<file path="src/rtl/mult_pkg.sv">
// mult_pkg: shared types and helpers for the sequential scalar multiplier.
//   state_e   - FSM states IDLE / BUSY / DONE.
//   cnt_width - width of a step counter that must hold values 0..entry_size.
package mult_pkg;

  typedef enum logic [1:0] {
    IDLE = 2'd0,
    BUSY = 2'd1,
    DONE = 2'd2
  } state_e;

  // Counter counts down from entry_size to 0 and never wraps.
  function automatic int unsigned cnt_width(input int unsigned entry_size);
    return $clog2(entry_size + 1);
  endfunction

endpackage

</file>
<file path="src/rtl/mult_step.sv">
// mult_step: one combinational radix-2 shift-add step.
// Ports:
//   i_acc    - running partial product
//   i_mcand  - multiplicand, already shifted for the current step
//   i_mplier - remaining multiplier bits (LSB is the current bit)
//   o_acc    - partial product after adding i_mcand when i_mplier[0] is set
//   o_mcand  - multiplicand shifted left by one
//   o_mplier - multiplier shifted right by one
module mult_step #(
  parameter int unsigned ENTRY_SIZE = 5
) (
  input  logic [2*ENTRY_SIZE-1:0] i_acc,
  input  logic [2*ENTRY_SIZE-1:0] i_mcand,
  input  logic [ENTRY_SIZE-1:0]   i_mplier,
  output logic [2*ENTRY_SIZE-1:0] o_acc,
  output logic [2*ENTRY_SIZE-1:0] o_mcand,
  output logic [ENTRY_SIZE-1:0]   o_mplier
);

  always_comb begin
    o_acc    = i_mplier[0] ? (i_acc + i_mcand) : i_acc;
    o_mcand  = i_mcand << 1;
    o_mplier = i_mplier >> 1;
  end

endmodule

</file>
<file path="src/rtl/seq_scalar_multiplier.sv">
// seq_scalar_multiplier: sequential shift-add multiplier with valid/ready handshakes.
// Computes a*b over ENTRY_SIZE steps at 2*ENTRY_SIZE bits, then fits the product into
// RESENTRY_SIZE bits and flags overflow.
// Ports:
//   clk, rst_n           - clock, synchronous active-low reset
//   in_valid / in_ready  - operand handshake (in_ready high only in IDLE, low during reset)
//   a, b                 - multiplicand / multiplier (ENTRY_SIZE bits)
//   out_valid/out_ready  - result handshake (out_valid high in DONE)
//   result, overflow     - fitted product and overflow flag, held stable in DONE
// Configuration: define SIGNED_MULT_EN for two's complement operands (adds one BUSY cycle
// for the sign fix-up); undefined gives unsigned-only operation.
module seq_scalar_multiplier
  import mult_pkg::*;
#(
  parameter int unsigned ENTRY_SIZE    = 5,
  parameter int unsigned RESENTRY_SIZE = 9
) (
  input  logic                     clk,
  input  logic                     rst_n,
  input  logic                     in_valid,
  output logic                     in_ready,
  input  logic [ENTRY_SIZE-1:0]    a,
  input  logic [ENTRY_SIZE-1:0]    b,
  output logic                     out_valid,
  input  logic                     out_ready,
  output logic [RESENTRY_SIZE-1:0] result,
  output logic                     overflow
);

  localparam int unsigned ProdW = 2 * ENTRY_SIZE;
  localparam int unsigned CntW  = cnt_width(ENTRY_SIZE);
  localparam int unsigned ExtW  = (RESENTRY_SIZE > ProdW) ? RESENTRY_SIZE : ProdW;

  state_e                   r_state, w_state_d;
  logic [ProdW-1:0]         r_acc, w_acc_d;
  logic [ProdW-1:0]         r_mcand, w_mcand_d;
  logic [ENTRY_SIZE-1:0]    r_mplier, w_mplier_d;
  logic [CntW-1:0]          r_cnt, w_cnt_d;
  logic [RESENTRY_SIZE-1:0] r_result, w_result_d;
  logic                     r_ovf, w_ovf_d;

  logic [ProdW-1:0]         w_step_acc, w_step_mcand;
  logic [ENTRY_SIZE-1:0]    w_step_mplier;
  logic [ExtW-1:0]          w_ext, w_top;
  logic                     w_fmt_ovf;

`ifdef SIGNED_MULT_EN
  logic                     r_neg, w_neg_d;
  logic                     r_fixed, w_fixed_d;
  logic [ENTRY_SIZE-1:0]    w_mag_a, w_mag_b;

  // -(-2^(N-1)) wraps to 2^(N-1), which is still the right unsigned magnitude.
  assign w_mag_a = a[ENTRY_SIZE-1] ? -a : a;
  assign w_mag_b = b[ENTRY_SIZE-1] ? -b : b;
`endif

  mult_step #(
    .ENTRY_SIZE(ENTRY_SIZE)
  ) u_step (
    .i_acc   (r_acc),
    .i_mcand (r_mcand),
    .i_mplier(r_mplier),
    .o_acc   (w_step_acc),
    .o_mcand (w_step_mcand),
    .o_mplier(w_step_mplier)
  );

  // Fit the full product into RESENTRY_SIZE bits; w_top holds the bits that get discarded.
  always_comb begin
`ifdef SIGNED_MULT_EN
    w_ext     = ExtW'($signed(r_acc));
    w_top     = $signed(w_ext) >>> (RESENTRY_SIZE - 1);
    // In range iff the discarded bits plus the new sign bit are all copies of the sign.
    w_fmt_ovf = !((w_top == '0) || (w_top == '1));
`else
    w_ext     = ExtW'(r_acc);
    w_top     = w_ext >> RESENTRY_SIZE;
    w_fmt_ovf = |w_top;
`endif
  end

  always_comb begin
    w_state_d  = r_state;
    w_acc_d    = r_acc;
    w_mcand_d  = r_mcand;
    w_mplier_d = r_mplier;
    w_cnt_d    = r_cnt;
    w_result_d = r_result;
    w_ovf_d    = r_ovf;
`ifdef SIGNED_MULT_EN
    w_neg_d    = r_neg;
    w_fixed_d  = r_fixed;
`endif
    unique case (r_state)
      IDLE: begin
        if (in_valid) begin
          w_acc_d    = '0;
          w_cnt_d    = CntW'(ENTRY_SIZE);
          w_state_d  = BUSY;
`ifdef SIGNED_MULT_EN
          w_mcand_d  = ProdW'(w_mag_a);
          w_mplier_d = w_mag_b;
          w_neg_d    = a[ENTRY_SIZE-1] ^ b[ENTRY_SIZE-1];
          w_fixed_d  = 1'b0;
`else
          w_mcand_d  = ProdW'(a);
          w_mplier_d = b;
`endif
        end
      end
      BUSY: begin
        if (r_cnt != '0) begin
          w_acc_d    = w_step_acc;
          w_mcand_d  = w_step_mcand;
          w_mplier_d = w_step_mplier;
          w_cnt_d    = r_cnt - CntW'(1);
        end
`ifdef SIGNED_MULT_EN
        else if (!r_fixed) begin
          w_fixed_d = 1'b1;
          if (r_neg) begin
            w_acc_d = -r_acc;
          end
        end
`endif
        else begin
          w_result_d = w_ext[RESENTRY_SIZE-1:0];
          w_ovf_d    = w_fmt_ovf;
          w_state_d  = DONE;
        end
      end
      DONE: begin
        if (out_ready) begin
          w_state_d = IDLE;
        end
      end
      default: w_state_d = IDLE;
    endcase
  end

  always_ff @(posedge clk) begin
    if (!rst_n) begin
      r_state  <= IDLE;
      r_acc    <= '0;
      r_mcand  <= '0;
      r_mplier <= '0;
      r_cnt    <= '0;
      r_result <= '0;
      r_ovf    <= 1'b0;
`ifdef SIGNED_MULT_EN
      r_neg    <= 1'b0;
      r_fixed  <= 1'b0;
`endif
    end else begin
      r_state  <= w_state_d;
      r_acc    <= w_acc_d;
      r_mcand  <= w_mcand_d;
      r_mplier <= w_mplier_d;
      r_cnt    <= w_cnt_d;
      r_result <= w_result_d;
      r_ovf    <= w_ovf_d;
`ifdef SIGNED_MULT_EN
      r_neg    <= w_neg_d;
      r_fixed  <= w_fixed_d;
`endif
    end
  end

  // Both handshake outputs come from state only; rst_n gates in_ready while reset is held.
  assign in_ready  = (r_state == IDLE) && rst_n;
  assign out_valid = (r_state == DONE);
  assign result    = r_result;
  assign overflow  = r_ovf;

endmodule

</file>
<file path="config.mk">
export PLATFORM = sky130hd
export DESIGN_NAME = seq_scalar_multiplier
export DESIGN_NICKNAME = d
export VERILOG_FILES = /design/src/rtl/mult_pkg.sv /design/src/rtl/mult_step.sv /design/src/rtl/seq_scalar_multiplier.sv
export SDC_FILE = /design/constraint.sdc
export NUM_CORES = 1
export LEC_CHECK = 0
export CAP_MARGIN = 20
export CORE_MARGIN = 5
export CORE_UTILIZATION = 40
export CTS_CLUSTER_DIAMETER = 100
export DETAILED_ROUTE_END_ITERATION = 12
export PLACE_DENSITY_LB_ADDON = 0.3
export SLEW_MARGIN = 20
export SYNTH_ARGS = -nofsm -noshare
export SYNTH_HDL_FRONTEND = slang
export SYNTH_SLANG_ARGS = --single-unit
</file>
<file path="constraint.sdc">
create_clock -name clk -period 1.88 [get_ports clk]
set_input_delay 0.376 -clock clk [delete_from_list [all_inputs] [get_ports clk]]
set_output_delay 0.376 -clock clk [all_outputs]
set_load 0.005 [all_outputs]
</file>
==> run metrics, run 1 <==
outcome=finished clean; switching share of power=0.300; setup ws final=0.0178 ns; Max stage delay on crit path=0.43 ns; Async S/R FF share, synth=0; RSZ-0062 raised after global routing=true; Cell Area, Synth=0.00204 mm^2; Post-synth EDFFs=0; Cell Chain, Critical Path=ha_4, inv_2, fa_2, nand2b_4, a21oi_2, or4_4, a31oi_4, xnor2_2, o21ai_2; Setup crit start kind=register; post-synth cell types=43; Routed Antenna Nets=0; post-synthesis sequential area ratio=0.393; Top FF cell, synth=dfxtp_1; final core occ=0.533; total grt overflow=0; routability cong.=0.821; Die W=81.3 um; RR Startpoint=r_acc[0]$_SDFFE_PN0P_; Net Sw Power=641 uW; vias in the first global route=1,624; Syn Nets=265; Port Buffers=25; Crit Path Class=register to register; Synth top area share=0.393; Hold/Removal Path Class=register to register; max frequency=537 MHz; total CTS buffers=5; initial DRC count=112; Avg Cell Area, Syn=8.52 um^2; CP endpoint kind=register; Mapped Cells=239; most frequent cells in the layout=nand2_1 (48), dfxtp_1 (34), clkdlybuf4s50_1 (24), nor2_1 (19), buf_4 (17); drt pass-1 iters=4; pwr/cell area=800 mW/mm^2; num rows=26; Ports=26; die area=0.00662 mm^2; Internal=1.50 mW; total track usage=0.142; register bit total from synthesis=40; Initial Util=0.406; final hold viol count=0; clk_lat worst skew=0.29 ns; CTS Buffer Depth=2; Largest delay share family, worst path=simple AND/OR/NAND/NOR gates; Max-Slew Margin vs Limit=0.699; CTS tree=yes; Vias=1,723; highest fanout seen on the critical path=3; register share of total power=0.456; ant diodes=0; share of layout cells above drive strength 1=0.189; largest net degree at the start of global routing=23; Area growth syn-to-layout=31.2%; Leak=1.01 nW; nets@finish=305; DR DRC count=0; Layout Skew=0.00474 ns; Final period util=0.991; Core Box Area=0.00501 mm^2; fin crit period=1.86 ns; clock sinks=40; wire per inst=12.4 um; H-tree lvl count=2; pre-CTS WS=-0.0613 ns; Slew Viols, Final=0; Data required, critical path=2.06 ns; critical path's slowest cell=or4_4; first-pass GRT wire length=7.36 mm; synth warn=0; post-synth top area cell=dfxtp_1; Post-DP HPWL=3.07 mm; final setup vio count=0; Tightest Pin Transition=0.450 ns; synth top area cells=dfxtp_1 (39%), nand2_1 (8.9%), ha_1 (6.8%), a21boi_0 (3.7%), nor2_1 (3.5%); number of antenna violations at the first check in global routing=0; Clock power frac=0.270; Via density=4.92; combinational share of power=0.274; Arrival @ worst endpoint=2.05 ns; commonest non-fill, non-tap cell in the layout=nand2_1; Worst Setup SP=r_acc[0]$_SDFFE_PN0P_; Root Buffer=clkbuf_8; Hold Path Origin=overflow$_SDFFE_PN0P_; die height=81.3 um; worst path bufs/invs=1; number of max-cap violations=0; final wirelength=4.35 mm; CTS clk-pin slew, worst paths=0.07 ns; Max VDD drop=0.000538 V
state kept, by name, summed over array words and instances (netlist names):
signal and flops:
r_mcand 10, r_cnt 3, overflow 1, r_mplier 5, r_acc 10, result 9, r_state 2
stage by stage:
step	instances	cell area (um^2)	power, mW	TNS [ns]	hold WS (ns)
2_1_floorplan	239	2040	1.33	0	0.448
3_3_place_gp	338	2440	1.50	-0.0588	0.449
3_5_place_dp	338	2440	1.51	-0.0635	0.457
4_1_cts	346	2540	2.08	0	0.466
5_1_grt	350	2670	2.26	-0.0517	0.485
6_report	350	2670	2.14	0	0.462
power by group through the flow:
stage	Clock, mW	Sequential [mW]	Combinational (mW)
6_report	0.576	0.975	0.584
5_1_grt	0.628	0.983	0.651
3_3_place_gp	0	0.985	0.514
3_5_place_dp	0	0.987	0.518
4_1_cts	0.594	0.968	0.520
2_1_floorplan	0	0.960	0.368
metal layers:
| layer | vias up | routed length, um | GRT usage | part of all wire |
|---|---|---|---|---|
| li1 | 905 | - | - | - |
| met1 | 782 | 2150 | 0.190 | 0.50 |
| met2 | 30 | 1960 | 0.223 | 0.45 |
| met3 | 6 | 194 | 0.0388 | 0.045 |
| met4 | 0 | 40 | 0.0405 | 0.0092 |
| met5 | - | 0 | 0 | 0 |
repair_timing:
| action | 4_1_cts | 5_1_grt |
|---|---|---|
| setup buffers | 0 | 3 |
| cloned | 0 | 1 |
| hold buffers | 0 | 0 |
| endpoints found under the setup margin | 3 | 13 |
| resized for setup | 6 | 16 |
| pin swaps | 3 | 5 |
synth_stat cells, types with 3 or more instances:
| cell | number |
|---|---|
| nand2b_1 | 4 |
| a21oi_1 | 7 |
| a311oi_1 | 8 |
| dfxtp_1 | 40 |
| buf_2 | 3 |
| ha_1 | 11 |
| nand2_1 | 48 |
| o21ai_0 | 8 |
| nor3_1 | 3 |
| clkbuf_1 | 6 |
| a22oi_1 | 6 |
| nor2b_1 | 8 |
| inv_1 | 10 |
| a21boi_0 | 10 |
| xnor2_1 | 5 |
| nand3_1 | 5 |
| and2_1 | 3 |
| nor2_1 | 19 |
| o21ai_2 | 3 |
logic make-up after synthesis:
kind of cell             count (synthesis)  share of synthesized area
multiplexers                             2                    0.00983
adder cells (fa/ha/maj)                 12                     0.0774
XOR/XNOR                                 7                     0.0301
flip-flops                              40                      0.393
AO/OA/AOI/OAI                           60                      0.222
buffers and inverters                   21                     0.0461
AND/OR/NAND/NOR                         97                      0.221
tightest hold or removal path, stage by stage (launching register included):
cell      delay (ns)
dfxtp_1         0.31
nand2_1         0.05
a21boi_0        0.06
path summary, 6_finish.rpt:
| path | endpoint | slack (ns) | cells past startpoint |
|---|---|---|---|
| worst min-delay path | overflow$_SDFFE_PN0P_ | 0.46 | 2 |
| worst min register to register | overflow$_SDFFE_PN0P_ | 0.46 | 2 |
| worst max-delay path | r_acc[8]$_SDFFE_PN0P_ | 0.02 | 9 |
| worst max register to register | r_acc[8]$_SDFFE_PN0P_ | 0.02 | 9 |
area by class of cell:
class                      count  area [um^2]
sequential                    40          808
fill                         487         2340
tap                           70         87.6
clock buffer                   8         90.1
multi-input combinational    178         1230
inverter                      10         37.5
timing repair buffer          44          422
No activity file was read; power rests on OpenSTA's default activity.
==> run 2: changes to the inputs <==
- CORE_UTILIZATION: 40 -> 49
- CTS_CLUSTER_SIZE: default -> 12
==> run 2 against run 1 <==
  * Die area down 16%
  * Sequential cell count unchanged
  * Sequential share of layout area fell by 0.18 points
  * Via count is 4.2% higher
==> run metrics, run 2 (same netlist as run 1, synthesis figures left out) <==
R2R Setup Slk=0.01 ns (about the same); final hold viol count=0 (unchanged); Root Buffer=clkbuf_8; die area=0.00554 mm^2 (-16%); M2 GR Usage=0.280 (+0.0569); final std cells w/o fill=332 (-5.1%); Worst R2R End=r_acc[8]$_SDFFE_PN0P_; highest fanout seen on the critical path=3 (unchanged); met3 Track Usage GR=0.0446 (+0.00579); vias in the first global route=1,605 (-1.2%); first-pass GRT wire length=7.37 mm (+0.19%); hold endpoint=result[7]$_SDFFE_PN0P_; Tightest Pin Transition=0.408 ns (-0.0415 ns); pwr/cell area=825 mW/mm^2 (+3.2%); Net Sw Power=687 uW (+7.2%); Port Buffers=25 (unchanged); Leak=1.04 nW (+2.4%); CP endpoint kind=register; Initial Util=0.509 (+0.103); commonest non-fill, non-tap cell in the layout=nand2_1; clk_lat worst skew=0.30 ns (about the same); final wirelength=4.61 mm (+6.0%); worst hold stages=2 (unchanged); switching share of power=0.311 (+0.0107); CTS tree=yes; wire per inst=13.9 um (+12%); register share of total power=0.442 (-0.014); Max VDD drop=0.000513 V (-4.7%); Max-Slew Margin vs Limit=0.727 (+0.0273); outcome=finished clean; CTS clk-pin slew, worst paths=0.08 ns (about the same); H-tree lvl count=2 (unchanged); Routed Antenna Nets=0 (unchanged); met1 GRT Util=0.224 (+0.0341); routability cong.=0.921 (+12%); ant diodes=0 (unchanged); Layout Skew=0.00486 ns (+0.000117 ns); fin crit period=1.87 ns (+0.00291 ns); Via density=5.41 (+9.8%); fill count=320 (-34%); total CTS buffers=5 (unchanged); Data required, critical path=2.07 ns (about the same); most frequent cells in the layout=nand2_1 (48), dfxtp_1 (36), clkdlybuf4s50_1 (24), nor2_1 (19), buf_4 (18); Arrival @ worst endpoint=2.06 ns (about the same); Clock power frac=0.272 (+0.002); CTS Buffer Depth=2 (unchanged); total grt overflow=0 (unchanged); Internal=1.52 mW (+1.9%); combinational share of power=0.286 (+0.012); Hold/Removal Path Class=register to register; Seq. cell area=806 um^2 (-0.31%); clock sinks=40 (unchanged); RR Startpoint=r_acc[0]$_SDFFE_PN0P_; Area growth syn-to-layout=31.6%; placed cells=318 (-5.9%); largest net degree at the start of global routing=23 (unchanged); number of max-cap violations=0 (unchanged); area of the multi-input gates=0.00122 mm^2 (-0.41%); Post-DP HPWL=3.03 mm (-1.4%); reg2reg path depth=9 (unchanged); Ports=26 (unchanged); Slew Viols, Final=0 (unchanged); die height=74.5 um (-8.5%); number of antenna violations at the first check in global routing=0 (unchanged); drt pass-1 iters=4 (unchanged); share of layout cells above drive strength 1=0.184 (-0.00489); final setup vio count=0 (unchanged); Die W=74.5 um (-8.5%); GRT busiest layer=met2; RSZ-0062 raised after global routing=true; setup TNS=0 ns (unchanged); Crit Path Class=register to register; Final period util=0.992 (+0.00155); max frequency=536 MHz (-0.16%); Hold Path Origin=result[7]$_SDFFE_PN0P_; nets@finish=307 (+0.66%); num rows=23 (-12%); initial DRC count=85 (-24%); Setup crit start kind=register; DR DRC count=0 (unchanged); Core Box Area=0.00400 mm^2 (-20%); Vias=1,795 (+4.2%); total track usage=0.172 (+0.0302)
## run 2: changes by cell type in the layout (fill, tap and decap cells not counted), sizes merged
cell / before / now
clkinvlp: 0 / 2
buf: 18 / 19
clkbuf: 9 / 8
## run 2: stage by stage
| step | utilization | area [um^2] | hold slack, ns | power (mW) | worst slack, ns |
|---|---|---|---|---|---|
| after floorplan | - | 2040 | 0.448 | 1.33 | 0.0533 |
| after global routing | 0.670 | 2680 | 0.481 | 2.32 | -0.0431 |
| after global placement | 0.604 | 2420 | 0.449 | 1.49 | -0.0546 |
| after detailed placement | 0.604 | 2420 | 0.455 | 1.50 | -0.0570 |
| final | 0.670 | 2680 | 0.461 | 2.21 | 0.0149 |
| after CTS | 0.629 | 2510 | 0.466 | 2.10 | -0.0240 |
## run 2: repair_timing
item	4_1_cts	5_1_grt
buffers inserted	0	4
cloned	0	2
setup endpoints to repair	4	15
gates resized for setup	2	17
pin swaps	1	5
hold buffers	0	0
## run 2: how the worst max path moves through the flow
stage | from | to | slack [ns] | cells after the start
after floorplan | r_acc[0]$_SDFFE_PN0P_ | r_acc[8]$_SDFFE_PN0P_ | 0.05 | 9
after global placement | rst_n | in_ready | -0.05 | 4
after detailed placement | rst_n | in_ready | -0.06 | 4
after CTS | r_acc[0]$_SDFFE_PN0P_ | r_acc[8]$_SDFFE_PN0P_ | -0.02 | 9
after global routing | r_acc[0]$_SDFFE_PN0P_ | r_acc[8]$_SDFFE_PN0P_ | -0.04 | 9
final | r_acc[0]$_SDFFE_PN0P_ | r_acc[8]$_SDFFE_PN0P_ | 0.01 | 9
## run 2: power by group through the flow
stage	Clock (mW)	Combinational, mW	Sequential (mW)
after floorplan	0	0.368	0.960
after global placement	0	0.510	0.984
after detailed placement	0	0.519	0.986
after CTS	0.614	0.519	0.966
after global routing	0.650	0.688	0.983
final	0.601	0.633	0.976
## run 2: cell type report
cell class	count	area share
Multi-Input combinational cell	178	0.456
Sequential cell	40	0.301
Timing Repair Buffer	46	0.170
Clock buffer	6	0.0308
Tap cell	50	0.0234
Inverter	10	0.0140
Clock inverter	2	0.00560
## run 2: per-layer routing
layer | up-vias | share of wire
met5 | - | 0
met3 | 8 | 0.058
li1 | 905 | -
met1 | 830 | 0.46
met4 | 0 | 0.014
met2 | 52 | 0.47
## run 2: critical path, cell delays in order, from the launching register on
cell      delay (ns)
dfxtp_2         0.34
ha_4            0.16
inv_2           0.05
fa_2            0.19
nand2b_4        0.14
a21oi_4         0.06
or4_4           0.43
a31oi_4         0.20
xnor2_2         0.14
o21ai_2         0.06
